## src/rtl/ibex_icache_fetch_pkg.sv

```systemverilog
// Shared types for the icache core-side fetch sequencer.
package ibex_icache_fetch_pkg;

  typedef enum logic [1:0] {
    BOOT     = 2'd0,
    RUN      = 2'd1,
    ERR_WAIT = 2'd2
  } fetch_state_e;

  typedef struct packed {
    logic [31:0] rdata;
    logic [31:0] addr;
    logic        err;
    logic        err_plus2;
    logic        compressed;
  } fetch_entry_t;

  // RVC instructions are those whose two low bits are not 2'b11.
  function automatic logic is_compressed(input logic [31:0] rdata);
    return rdata[1:0] != 2'b11;
  endfunction

endpackage

```

## src/rtl/ibex_icache_fetch_fifo.sv

```systemverilog
// Small synchronous FIFO of fetch entries; flush overrides push and pop.
module ibex_icache_fetch_fifo
  import ibex_icache_fetch_pkg::*;
#(
  parameter int unsigned Depth = 2
) (
  input  logic                       clk_i,
  input  logic                       rst_ni,
  input  logic                       flush,
  input  logic                       push,
  input  logic                       pop,
  input  fetch_entry_t               wdata,
  output fetch_entry_t               rdata,
  output logic                       full,
  output logic                       empty,
  output logic [$clog2(Depth+1)-1:0] count
);

  localparam int unsigned PtrW = $clog2(Depth);
  localparam int unsigned CntW = $clog2(Depth + 1);

  fetch_entry_t    mem [Depth];
  logic [PtrW-1:0] wptr_q, rptr_q;
  logic [CntW-1:0] count_q;
  logic            push_eff, pop_eff;

  assign full     = count_q == CntW'(Depth);
  assign empty    = count_q == '0;
  assign count    = count_q;
  assign push_eff = push & ~full;
  assign pop_eff  = pop & ~empty;
  assign rdata    = mem[rptr_q];

  // Pointer and occupancy tracking.
  always_ff @(posedge clk_i or negedge rst_ni) begin
    if (!rst_ni) begin
      wptr_q  <= '0;
      rptr_q  <= '0;
      count_q <= '0;
    end else if (flush) begin
      wptr_q  <= '0;
      rptr_q  <= '0;
      count_q <= '0;
    end else begin
      if (push_eff) wptr_q <= wptr_q + PtrW'(1);
      if (pop_eff)  rptr_q <= rptr_q + PtrW'(1);
      count_q <= count_q + CntW'(push_eff) - CntW'(pop_eff);
    end
  end

  // Entry storage; contents are don't-care while the slot is empty.
  always_ff @(posedge clk_i) begin
    if (push_eff && !flush) mem[wptr_q] <= wdata;
  end

endmodule

```

## src/rtl/ibex_icache_fetch_seq.sv

```systemverilog
// Core-side fetch sequencer for the icache: branches, accepts responses and
// buffers them toward decode. Optional FETCH_SEQ_PC_CHECK_EN adds an
// expected-PC tracker that flags response addresses off the fetch stream.
module ibex_icache_fetch_seq
  import ibex_icache_fetch_pkg::*;
#(
  parameter int unsigned FifoDepth = 2,
  parameter logic [31:0] ResetPc   = 32'h0000_0080
) (
  input  logic        clk_i,
  input  logic        rst_ni,
  input  logic        fetch_en_i,
  input  logic        redirect_i,
  input  logic [31:0] redirect_addr_i,
  input  logic        icache_en_i,
  input  logic        flush_i,
  output logic        req_o,
  output logic        branch_o,
  output logic        branch_spec_o,
  output logic [31:0] branch_addr_o,
  output logic        ready_o,
  output logic        enable_o,
  output logic        invalidate_o,
  input  logic        valid_i,
  input  logic [31:0] rdata_i,
  input  logic [31:0] addr_i,
  input  logic        err_i,
  input  logic        err_plus2_i,
  input  logic        busy_i,
  output logic        instr_valid_o,
  input  logic        instr_ready_i,
  output logic [31:0] instr_rdata_o,
  output logic [31:0] instr_addr_o,
  output logic        instr_err_o,
  output logic        instr_err_plus2_o,
  output logic        instr_compressed_o,
  output logic        pc_mismatch_o
);

  localparam int unsigned CntW = $clog2(FifoDepth + 1);

  fetch_state_e    state_q, state_d;
  logic [31:0]     branch_addr_q;
  logic [31:0]     redirect_tgt;
  logic            boot_branch, redirect_branch;
  logic            accept, fifo_pop, fifo_full, fifo_empty;
  fetch_entry_t    push_entry, head;
  logic [CntW-1:0] unused_fifo_count;
  logic            unused_inputs;

  assign unused_inputs = ^{busy_i, redirect_addr_i[0]};

  // Branch generation: boot branch once req is up, or a redirect at any time.
  assign redirect_tgt    = {redirect_addr_i[31:1], 1'b0};
  assign boot_branch     = (state_q == BOOT) & req_o & fetch_en_i;
  assign redirect_branch = fetch_en_i & redirect_i;
  assign branch_o        = boot_branch | redirect_branch;
  assign branch_spec_o   = branch_o;
  assign branch_addr_o   = redirect_branch ? redirect_tgt : branch_addr_q;

  // Ready never depends on valid_i.
  assign ready_o  = req_o & (state_q == RUN) & ~branch_o & ~fifo_full;
  assign accept   = valid_i & ready_o;
  assign fifo_pop = ~fifo_empty & instr_ready_i;

  assign push_entry.compressed = is_compressed(rdata_i);
  assign push_entry.rdata      = push_entry.compressed ? {16'h0000, rdata_i[15:0]} : rdata_i;
  assign push_entry.addr       = addr_i;
  assign push_entry.err        = err_i;
  assign push_entry.err_plus2  = err_plus2_i;

  ibex_icache_fetch_fifo #(
    .Depth(FifoDepth)
  ) u_fifo (
    .clk_i (clk_i),
    .rst_ni(rst_ni),
    .flush (redirect_branch),
    .push  (accept),
    .pop   (fifo_pop),
    .wdata (push_entry),
    .rdata (head),
    .full  (fifo_full),
    .empty (fifo_empty),
    .count (unused_fifo_count)
  );

  // Head outputs are forced to zero while the FIFO is empty.
  assign instr_valid_o      = ~fifo_empty;
  assign instr_rdata_o      = fifo_empty ? 32'h0 : head.rdata;
  assign instr_addr_o       = fifo_empty ? 32'h0 : head.addr;
  assign instr_err_o        = ~fifo_empty & head.err;
  assign instr_err_plus2_o  = ~fifo_empty & head.err_plus2;
  assign instr_compressed_o = ~fifo_empty & head.compressed;

  // State register plus simple registered cache controls.
  always_ff @(posedge clk_i or negedge rst_ni) begin
    if (!rst_ni) begin
      state_q       <= BOOT;
      branch_addr_q <= ResetPc;
      req_o         <= 1'b0;
      enable_o      <= 1'b0;
      invalidate_o  <= 1'b0;
    end else begin
      state_q      <= state_d;
      req_o        <= fetch_en_i;
      enable_o     <= icache_en_i;
      invalidate_o <= flush_i;
      if (redirect_branch) branch_addr_q <= redirect_tgt;
    end
  end

  // Next-state logic; a redirect always lands in RUN.
  always_comb begin
    state_d = state_q;
    case (state_q)
      BOOT:     if (boot_branch) state_d = RUN;
      RUN:      if (accept && err_i) state_d = ERR_WAIT;
      ERR_WAIT: state_d = ERR_WAIT;
      default:  state_d = BOOT;
    endcase
    if (redirect_branch) state_d = RUN;
  end

`ifdef FETCH_SEQ_PC_CHECK_EN
  logic [31:0] exp_pc_q;
  logic        mismatch_q;

  // Expected-PC tracker with a sticky mismatch flag.
  always_ff @(posedge clk_i or negedge rst_ni) begin
    if (!rst_ni) begin
      exp_pc_q   <= ResetPc;
      mismatch_q <= 1'b0;
    end else if (branch_o) begin
      exp_pc_q <= branch_addr_o;
    end else if (accept) begin
      exp_pc_q <= exp_pc_q + (push_entry.compressed ? 32'd2 : 32'd4);
      if (addr_i != exp_pc_q) mismatch_q <= 1'b1;
    end
  end

  assign pc_mismatch_o = mismatch_q;
`else
  assign pc_mismatch_o = 1'b0;
`endif

endmodule

```

## config.mk

```make
export PLATFORM = sky130hd
export DESIGN_NAME = ibex_icache_fetch_seq
export DESIGN_NICKNAME = d
export VERILOG_FILES = /design/src/rtl/ibex_icache_fetch_pkg.sv /design/src/rtl/ibex_icache_fetch_fifo.sv /design/src/rtl/ibex_icache_fetch_seq.sv
export SDC_FILE = /design/constraint.sdc
export NUM_CORES = 1
export LEC_CHECK = 0
export ABC_AREA = 1
export BUFFER_PORTS_ARGS = -buffer_cell sky130_fd_sc_hd__buf_2
export CORE_ASPECT_RATIO = 0.75
export CORE_MARGIN = 2
export CORE_UTILIZATION = 40
export CTS_CLUSTER_DIAMETER = 200
export CTS_CLUSTER_SIZE = 10
export DETAILED_ROUTE_END_ITERATION = 10
export SLEW_MARGIN = 10
export SYNTH_ARGS = -nofsm -noshare
export SYNTH_HDL_FRONTEND = slang
export SYNTH_SLANG_ARGS = --single-unit
```

## constraint.sdc

```tcl
create_clock -name clk_i -period 11.2 [get_ports clk_i]
set_input_delay 2.24 -clock clk_i [delete_from_list [all_inputs] [get_ports clk_i]]
set_output_delay 2.24 -clock clk_i [all_outputs]
set_load 0.01 [all_outputs]
```

; Yosys cells after proc, flatten, opt, wreduce, memory -nomap -nowiden
; Memory sizes are Yosys's and may differ from the RTL's.
; Cells that the tools add are included.
[op_classes]
n_mul = 0
n_reduce_logical = 8
bitwise_logic = 17
shift = 0
eq_ne = 6
div = 0
magnitude_cmp = 0
n_addsub = 4
muxes = 15
[op_table]
columns = cell, count
row1 = $mux W32, 4
row2 = $and A1 B1 Y1, 13
row3 = $mux W2, 4
row4 = $mux W1, 6
row5 = $pmux W2 S3, 1
row6 = $eq A2 B2 Y1 const B, 2
row7 = $logic_not A2 Y1, 2
row8 = $reduce_bool A2 Y1, 2
row9 = $ne A3 B2 Y1 const B, 1
row10 = $ne A3 B3 Y1 const B, 1
row11 = $not A1 Y1, 3
row12 = $add A1 B1 Y1 const B, 2
row13 = $add A2 B1 Y2, 1
row14 = $eq A2 B1 Y1 const B, 1
row15 = $logic_and A1 B1 Y1, 2
row16 = $ne A2 B2 Y1 const B, 1
row17 = $reduce_and A2 Y1, 1
row18 = $sub A2 B1 Y2, 1
row19 = $logic_not A1 Y1, 1
row20 = $or A1 B1 Y1, 1
[totals]
out_inout_bits = 107
input_bits = 107
regBits = 41
ramBits = 134
mem_count = 1
latch_bits = 0
rom_bits = 0
[memory_table]
columns = name, words, word_bits, rd, rd_clocked_by_memory_dff, write_ports, line_no
row1 = u_fifo.mem, 2, 67, 1, 0, 1, ibex_icache_fetch_fifo.sv:22  ; fetch_entry_t mem [Depth];

; Logic depth before layout (Yosys ltp)
; Gate-level depths: netlist (run 1).
[depth]
word_depth = 12
mapped_depth = 11
depth_no_buf = 11

; By module
; A second synthesis (run 1) with hierarchy kept.
[unflattened]
hier_cells = 733
area_unflattened_um2 = 7335.8
[by_module_without_submodules]
columns = module, cells_per_inst, area_per_inst_um2, n_inst, seq_area_each_um2
row1 = ibex_icache_fetch_fifo, 386, 5139.9, 1, 4124.0
row2 = ibex_icache_fetch_seq, 347, 2195.9, 1, 927.1

; Worst setup path after synthesis (run 1)
; Ideal clock, no wire load.
[synth_path]
path_kind = input port to flip-flop
from = input redirect_i
to = memory u_fifo.mem[0][0] in the netlist's numbering (enable)
required_ps = 10708
path_stages = 5
setup_time_ps = 492
arrival_ps = 5569
setup_slack_ps = 5138
path_cell_list = nand2_2 -> nand2_2 -> nor2_4 -> nand2_1 -> nor2_1
[synth_via]
elab_chain_cells = 10
elab_cells_between_ends = 11
[synth_rtl]
columns = item, line_no
row1 = from (decl), ibex_icache_fetch_seq.sv:13  ; input logic redirect_i,
row2 = $and A1 B1 Y1, ibex_icache_fetch_seq.sv:56  ; assign redirect_branch = fetch_en_i & redirect_i;
row3 = $or A1 B1 Y1, ibex_icache_fetch_seq.sv:57  ; assign branch_o = boot_branch | redirect_branch;
row4 = named net branch_o, ibex_icache_fetch_seq.sv:18  ; output logic branch_o,
row5 = $not A1 Y1, ibex_icache_fetch_seq.sv:62  ; assign ready_o = req_o & (state_q == RUN) & ~branch_o & ~fifo_full;
row6 = $and A1 B1 Y1 (2 in series), ibex_icache_fetch_seq.sv:62
row7 = named net ready_o, ibex_icache_fetch_seq.sv:21  ; output logic ready_o,
row8 = $and A1 B1 Y1, ibex_icache_fetch_seq.sv:63  ; assign accept = valid_i & ready_o;
row9 = $and A1 B1 Y1, ibex_icache_fetch_fifo.sv:30  ; assign push_eff = push & ~full;
row10 = $logic_and A1 B1 Y1, ibex_icache_fetch_fifo.sv:53  ; if (push_eff && !flush) mem[wptr_q] <= wdata;
row11 = $mux W1, ibex_icache_fetch_fifo.sv:53
row12 = $mux W1 (implied by the code), ibex_icache_fetch_fifo.sv:53
row13 = to (decl), ibex_icache_fetch_fifo.sv:22
; The timed path passes the listed nets, and every way through them passes these cells.

; Final worst setup path (run 1)
[layout_path]
from = input fetch_en_i
to = output branch_addr_o[20]
[layout_via]
elab_chain_cells = 2
[layout_rtl]
columns = item, line_no
row1 = from (decl), ibex_icache_fetch_seq.sv:12  ; input logic fetch_en_i,
row2 = $and A1 B1 Y1, ibex_icache_fetch_seq.sv:56
row3 = $mux W32, -
row4 = to (decl), ibex_icache_fetch_seq.sv:20  ; output logic [31:0] branch_addr_o,
; Every way passes these cells.

==> results of run 1 <==
[worst max-delay path, stage by stage]
cell	delay, ps
buf_2	110
nand2_2	370
inv_2	600
nand2_1	120
nand2_1	110
buf_2	140
[kinds of logic after synthesis]
kind of cell | count (synthesis) | synth area share (%)
AO/OA/AOI/OAI | 70 | 5.109
AND/OR/NAND/NOR | 273 | 15.49
buffers and inverters | 62 | 4.507
XOR/XNOR | 2 | 0.2555
flip-flops | 175 | 73.67
other | 1 | 0.05469
adder cells (fa/ha/maj) | 5 | 0.9124
[registers in the layout (all words and copies together), names as in the netlist]
name and count:
branch_addr_q 32, enable_o 1, invalidate_o 1, u_fifo.wptr_q 1
req_o 1, u_fifo.mem 134, u_fifo.count 2, u_fifo.rptr_q 1
state_q 2
[report_power, final]
group          switching (mW)  total, mW  internal (mW)
registers              0.0185      0.771          0.752
logic                   0.387      0.580          0.193
clock network           0.235      0.606          0.370
[cells in the mapped netlist, drive strengths merged]
cell	instances
nand2	240
edfxtp	134
a21oi	68
dfrtp	40
inv	31
buf	26
nor2	26
nand3	6
clkbuf	5
ha	5
o21ai	2
conb	1
dfstp	1
or2	1
xnor2	1
xor2	1
[layout make-up]
| type | count | area, sq um | area share (%) |
|---|---|---|---|
| Clock buffer | 19 | 432.9 | 5.009 |
| Clock inverter | 11 | 167.7 | 1.940 |
| Inverter | 31 | 116.4 | 1.346 |
| Multi-Input combinational cell | 351 | 1516 | 17.54 |
| Sequential cell | 175 | 5052 | 58.45 |
| Tap cell | 215 | 269.0 | 3.112 |
| Timing Repair Buffer | 215 | 1089 | 12.59 |
[metal layers]
layer  vias up  GRT usage [%]
li1       2341              -
met1      2269          22.59
met2       151          27.25
met3        12          5.285
met4         0          4.472
met5         -              0
[stage by stage]
step / util [%] / cells / total power [mW] / hold slack, ps / cell area (sq um)
floorplan: - / 588 / 1.159 / 441.4 / 6857
global placement: 47.80 / 987 / 1.362 / 455.0 / 8043
detailed placement: 47.80 / 987 / 1.374 / 458.0 / 8043
CTS: 51.37 / 1017 / 1.982 / 475.4 / 8643
global route: 51.37 / 1017 / 2.072 / 500.4 / 8643
finish: 51.37 / 1017 / 1.956 / 472.8 / 8643
[final timing paths]
| kind | start | to | depth (start not counted) |
|---|---|---|---|
| setup reg to reg | state_q[0] | u_fifo.mem[1][32] | 8 |
| hold reg to reg | branch_addr_q[31] | branch_addr_q[31] | 2 |
| min in group asynchronous | rst_ni | branch_addr_q[14] | 1 |
| max in group asynchronous | rst_ni | u_fifo.rptr_q | 1 |
| setup / recovery | fetch_en_i | branch_addr_o[20] | 6 |
| hold / removal | branch_addr_q[31] | branch_addr_q[31] | 2 |
==> impl_results.rst, run 1 <==
.. list-table::
   :header-rows: 1

   * - Metric
     - Value
   * - Die width
     - 155.2 microns
   * - Max Used Layer
     - met4
   * - Result of the run
     - finished clean
   * - Last weighted congestion value of the routability-driven placer
     - 0.7373
   * - Leading cell type in the layout, fill and taps excluded
     - nand2_1
   * - Total die area
     - 0.01822 sq mm
   * - Number of global-route vias before repair
     - 4,897
   * - Cell area after synthesis
     - 0.006857 sq mm
   * - Maximum number of pins on one net before global-route repair
     - 70
   * - Fraction of final layout cells with drive strength greater than 1
     - approximately a third
   * - Row count
     - 41
   * - DR DRC count
     - 0
   * - Slew at the pin closest to its max-slew limit
     - 925.1 ps
   * - Layout overhead on the synthesized area
     - 26.06%
   * - Yosys cell types
     - 24
   * - Sequential share of the synthesized area
     - 73.67%
   * - IO Port Bufs
     - 210
   * - Setup WS post-layout
     - 5237 ps
   * - Fraction of synthesized cell area taken by the top area cell type
     - 58.69%
   * - Worst Clk Skew
     - 7.970 ps
   * - Clock transition at path regs
     - roughly 60 ps
   * - Final Max Slew Viols
     - 0
   * - Cts bufs inserted
     - 17
   * - Number of setup buffers added after CTS
     - 0
   * - Starting Density
     - about two fifths
   * - Critical path class
     - primary input to primary output
   * - Leak pwr
     - just under 4 nW
   * - Length of the first detailed-routing pass in iterations
     - 4
   * - Source-to-sink clock delay at the later pin of the worst-skew pair
     - 410 ps
   * - Gate Count Post-Synth
     - 588
   * - Via density per instance
     - 4.693
   * - Ports
     - 214
   * - Synth area leader
     - edfxtp_1
   * - Pre-CTS setup slack
     - 5201 ps
   * - Initial antenna violation count
     - 0
   * - Final period demand of the worst path
     - 5963 ps
   * - Total global routing overflow
     - 0
   * - Data required time at the worst endpoint
     - 8960 ps
   * - Hold Vio Cnt, Final
     - 0
   * - Data arrival, critical path
     - 3720 ps
   * - Routed wirelength normalized by instance count
     - 14.97 microns
   * - Final total negative setup slack
     - 0 ps
   * - Min-delay worst type
     - flip-flop to flip-flop
   * - Hold-fix buffers, CTS
     - 0
   * - Number of max-cap violations
     - 0
   * - Filler cell count in the final layout
     - 1,517
   * - HPWL after detailed placement
     - 9.698 mm
   * - CP Max Fanout
     - 37
   * - Commonest cells after routing, fill and taps aside
     - 235 x nand2_1, 210 x buf_2, 134 x edfxtp_1
   * - Net count after synthesis
     - 700
   * - Kind of start point of the critical path
     - primary input
   * - Clock sink count
     - 175
   * - Cell chosen for the clock root
     - clkbuf_16
   * - Net total in the final layout
     - 903
   * - Met2 WL
     - 7.221 mm
   * - Initial drt markers
     - between 300 and 400
   * - Synth warnings
     - 0
   * - Main area contributors after synthesis
     - edfxtp_1 59%, dfrtp_1 15%, nand2_1 13%
   * - Vertical die dimension
     - 117.4 microns
   * - Post-Syn Area per Cell
     - 11.66 sq um
   * - Antenna violation net count after detailed routing
     - 0
   * - CTS tree
     - built
   * - Worst reg2reg setup slack
     - 8220 ps
   * - Global-route wire length before repair
     - approximately 24 mm
   * - Final routed wirelength across all metal layers
     - 15.23 mm
   * - Unrepaired setup endpoints after global routing
     - false
   * - Max-Slew Margin vs Limit
     - 38.33%
   * - Final cycle utilization of the critical path
     - 53.24%
   * - Maximum vdd ir drop
     - about 0.11 mV
   * - Depth of the CTS H-tree
     - 4
   * - Total power per unit cell area
     - roughly 230 mW/mm^2
   * - Worst Setup End Kind
     - primary output
   * - Combined global-route utilization of all metal layers
     - 16.99%
   * - Met1 wire length
     - 6.924 mm
   * - Vias after detailed routing
     - 4,773
   * - Post-synthesis sequential element count
     - 175
   * - Max Fclk
     - 167.7 MHz
   * - Final antenna diode count
     - 0
   * - Total setup violations reported at the end of the flow
     - 0
   * - Count of cells resized by post-cts repair
     - 0
   * - Maximum clock insertion buffer count
     - 2
   * - Area of the core
     - between 0.015 and 0.02 sq mm
   * - Met3 wire length
     - 970 microns
Note: power is estimated with default switching activity, not from simulation.
==> run 2: changes to the inputs <==
Settings changed: ABC_AREA 1 to 0, PLACE_DENSITY set to 0.67.
Clock period 11.2 ns to 4.9 ns, I/O delays scaled along.
==> impl_results.rst, run 2 <==
.. list-table::
   :header-rows: 1

   * - Metric
     - Value
   * - Result of the run
     - finished clean
   * - Source-to-sink clock delay at the later pin of the worst-skew pair
     - 420 ps
   * - Row count
     - 41
   * - Sequential cell area
     - 0.005055 sq mm
   * - Post-synthesis sequential element count
     - 175
   * - Multi-input gate area in the final layout
     - roughly 0.0017 sq mm
   * - Final cycle utilization of the critical path
     - roughly 69%
   * - Last weighted congestion value of the routability-driven placer
     - ~0.75
   * - RR Startpoint
     - state_q[0]
   * - Via density per instance
     - 4.727
   * - Vertical die dimension
     - 117.3 microns
   * - Initial antenna violation count
     - 0
   * - Total die area
     - roughly 0.018 sq mm
   * - Vias after detailed routing
     - 4,368
   * - Number of enable flip-flop cells after synthesis
     - around 130
   * - Routed wirelength normalized by instance count
     - 15.23 microns
   * - Clock sink count
     - ~180
   * - Layout Cell Area excl Fill
     - between 0.008 and 0.009 sq mm
   * - Maximum clock insertion buffer count
     - 2
   * - Final routed wirelength across all metal layers
     - about 14 mm
   * - Leading cell type in the layout, fill and taps excluded
     - buf_2
   * - Unrepaired setup endpoints after global routing
     - false
   * - Fraction of final layout cells with drive strength greater than 1
     - 35.40%
   * - Ports
     - about 210
   * - CP Max Fanout
     - 55
   * - Worst Reg2Reg Path Length in Cells
     - 7
   * - Maximum vdd ir drop
     - ~0.24 mV
   * - Net count after synthesis
     - 600
   * - Initial drt markers
     - about 240
   * - Yosys cell types
     - 29
   * - Die width
     - 155.1 microns
   * - Final period demand of the worst path
     - 3361 ps
   * - Area of the core
     - 0.01677 sq mm
   * - Cell area after synthesis
     - about 0.007 sq mm
   * - Synth warnings
     - 0
   * - Layout overhead on the synthesized area
     - 26.09%
   * - Hold-fix buffers, CTS
     - 0
   * - Filler cell count in the final layout
     - 1,476
   * - Commonest cells after routing, fill and taps aside
     - 210 x buf_2, 134 x edfxtp_1, 97 x nand2_1
   * - Number of max-cap violations
     - 0
   * - Max-Slew Margin vs Limit
     - 25.70%
   * - Hold Vio Cnt, Final
     - 0
   * - Length of the first detailed-routing pass in iterations
     - 4
   * - HPWL after detailed placement
     - 9.372 mm
   * - Worst Setup End Kind
     - primary output
   * - Data arrival, critical path
     - about 2400 ps
   * - Cell with the most instances after synthesis
     - edfxtp_1
   * - Cell chosen for the clock root
     - clkbuf_16
   * - Launch point of the worst path
     - u_fifo.rptr_q
   * - Synth area leader
     - edfxtp_1
   * - Most flops, register
     - u_fifo.mem
   * - Data required time at the worst endpoint
     - 3920 ps
   * - IO Port Bufs
     - 210
   * - Total setup violations reported at the end of the flow
     - 0
   * - Setup WS post-layout
     - roughly 1500 ps
   * - Post-Syn Area per Cell
     - between 10 and 15 sq um
   * - Clock transition at path regs
     - approximately 60 ps
   * - Main area contributors after synthesis
     - edfxtp_1 59%, dfrtp_1 15%, mux2i_1 9.9%
   * - Final total negative setup slack
     - 0 ps
   * - Global-route wire length before repair
     - 22.28 mm
   * - DR DRC count
     - 0
   * - Endpoint of the worst-slack reg-to-reg timing path
     - u_fifo.mem[1][27]
   * - Placed instance area
     - roughly 0.008 sq mm
   * - Max Fclk
     - 297.5 MHz
   * - Top Registers
     - u_fifo.mem: 134 flops, branch_addr_q: 32 flops
   * - Leak pwr
     - 3.841 nW
   * - Commonest cells in the netlist
     - 134 x edfxtp_1, 97 x nand2_1, 71 x nor2_1
   * - Worst Clk Skew
     - 10.11 ps
   * - Starting Density
     - 40.83%
   * - Final antenna diode count
     - 0
   * - Total global routing overflow
     - 0
   * - Total power per unit cell area
     - about 490 mW/mm^2
   * - Min-delay worst type
     - flip-flop to flip-flop
   * - Final Max Slew Viols
     - 0
   * - Slew at the pin closest to its max-slew limit
     - between 1000 and 1500 ps
   * - Combined global-route utilization of all metal layers
     - 15.73%
   * - Pre-CTS setup slack
     - 1551 ps
   * - Cell depth of the worst min-delay path
     - 2
   * - Gate Count Post-Synth
     - 488
   * - Kind of start point of the critical path
     - flip-flop
   * - Cts bufs inserted
     - 17
   * - Sequential share of the synthesized area
     - between 70% and 80%
   * - Maximum number of pins on one net before global-route repair
     - 68
   * - Net total in the final layout
     - 808
   * - Antenna violation net count after detailed routing
     - 0
   * - Worst reg2reg setup slack
     - 2130 ps
   * - Startpoint of the worst hold path
     - branch_addr_q[6]
   * - Share of synthesized flip-flops with an asynchronous set or reset
     - 23.43%
   * - Number of global-route vias before repair
     - approximately 4.6k
   * - Count of cells resized by post-cts repair
     - 0
   * - Max reg flops
     - 134
   * - Fraction of synthesized cell area taken by the top area cell type
     - approximately 60%
   * - Last element of the critical path
     - instr_addr_o[12]
   * - Most instantiated flip-flop cell in the synthesis netlist
     - edfxtp_1
   * - Depth of the CTS H-tree
     - 4
   * - Number of setup buffers added after CTS
     - 0
   * - CTS tree
     - built
   * - Critical path class
     - flip-flop to primary output
-- run 2: per-layer routing --
metal | vias up | part of all wire [%] | track usage (%)
met4 | 0 | 1.3 | 4.861
met2 | 159 | 47 | 25.28
met3 | 18 | 6.6 | 5.211
met1 | 2078 | 45 | 20.29
li1 | 2113 | - | -
met5 | - | 0 | 0
-- run 2: worst max-delay path: stages (launching register included) --
cell	delay, ps
dfrtp_4	1060
buf_4	400
mux2i_1	250
nor2_1	50
buf_2	180
-- run 2: cell type report --
type | count | share of cell area [%]
Inverter | 7 | 0.3043
Clock inverter | 13 | 1.188
Clock buffer | 19 | 5.013
Sequential cell | 175 | 58.53
Timing Repair Buffer | 215 | 12.60
Tap cell | 215 | 3.115
Multi-Input combinational cell | 280 | 19.24
-- run 2: cells by family (layout without fill, tap and decap cells) --
kind of cell               count (synthesis)  in the layout  synth area share (%)
other                                      1              1               0.05475
muxes                                     68             68                 9.938
xor gates and xnor gates                   3              3                0.3837
buffers and inverters                     33            254                 2.247
adders and majority gates                  5              5                0.9134
and+or+nand+nor                          197            197                 11.84
DFF                                      175            175                 73.75
AOI/OAI and AO/OA                          6              6                0.8769
-- run 2: worst min-delay path by stage --
stage	to	slack, ps
2_1_floorplan	u_fifo.wptr_q	480
4_1_cts	branch_addr_q[6]	480
3_5_place_dp	branch_addr_q[6]	460
6_report	branch_addr_q[6]	470
5_1_grt	branch_addr_q[26]	480
3_3_place_gp	branch_addr_q[3]	450
-- run 2: report_power, final --
part | leakage, nW | switching (mW) | internal [mW]
Sequential | 1.72 | 0.138 | 1.74
Clock | 0.253 | 0.571 | 0.659
Combinational | 1.87 | 0.654 | 0.510
-- run 2: per-stage QoR --
step	hold WS, ps	util (%)	power (mW)	cells
floorplan	478.6	-	2.611	488
global placement	450.3	48.29	3.071	892
detailed placement	457.8	48.29	3.099	892
CTS	475.5	51.48	4.335	924
global route	483.0	51.48	4.515	924
finish	473.2	51.48	4.269	924
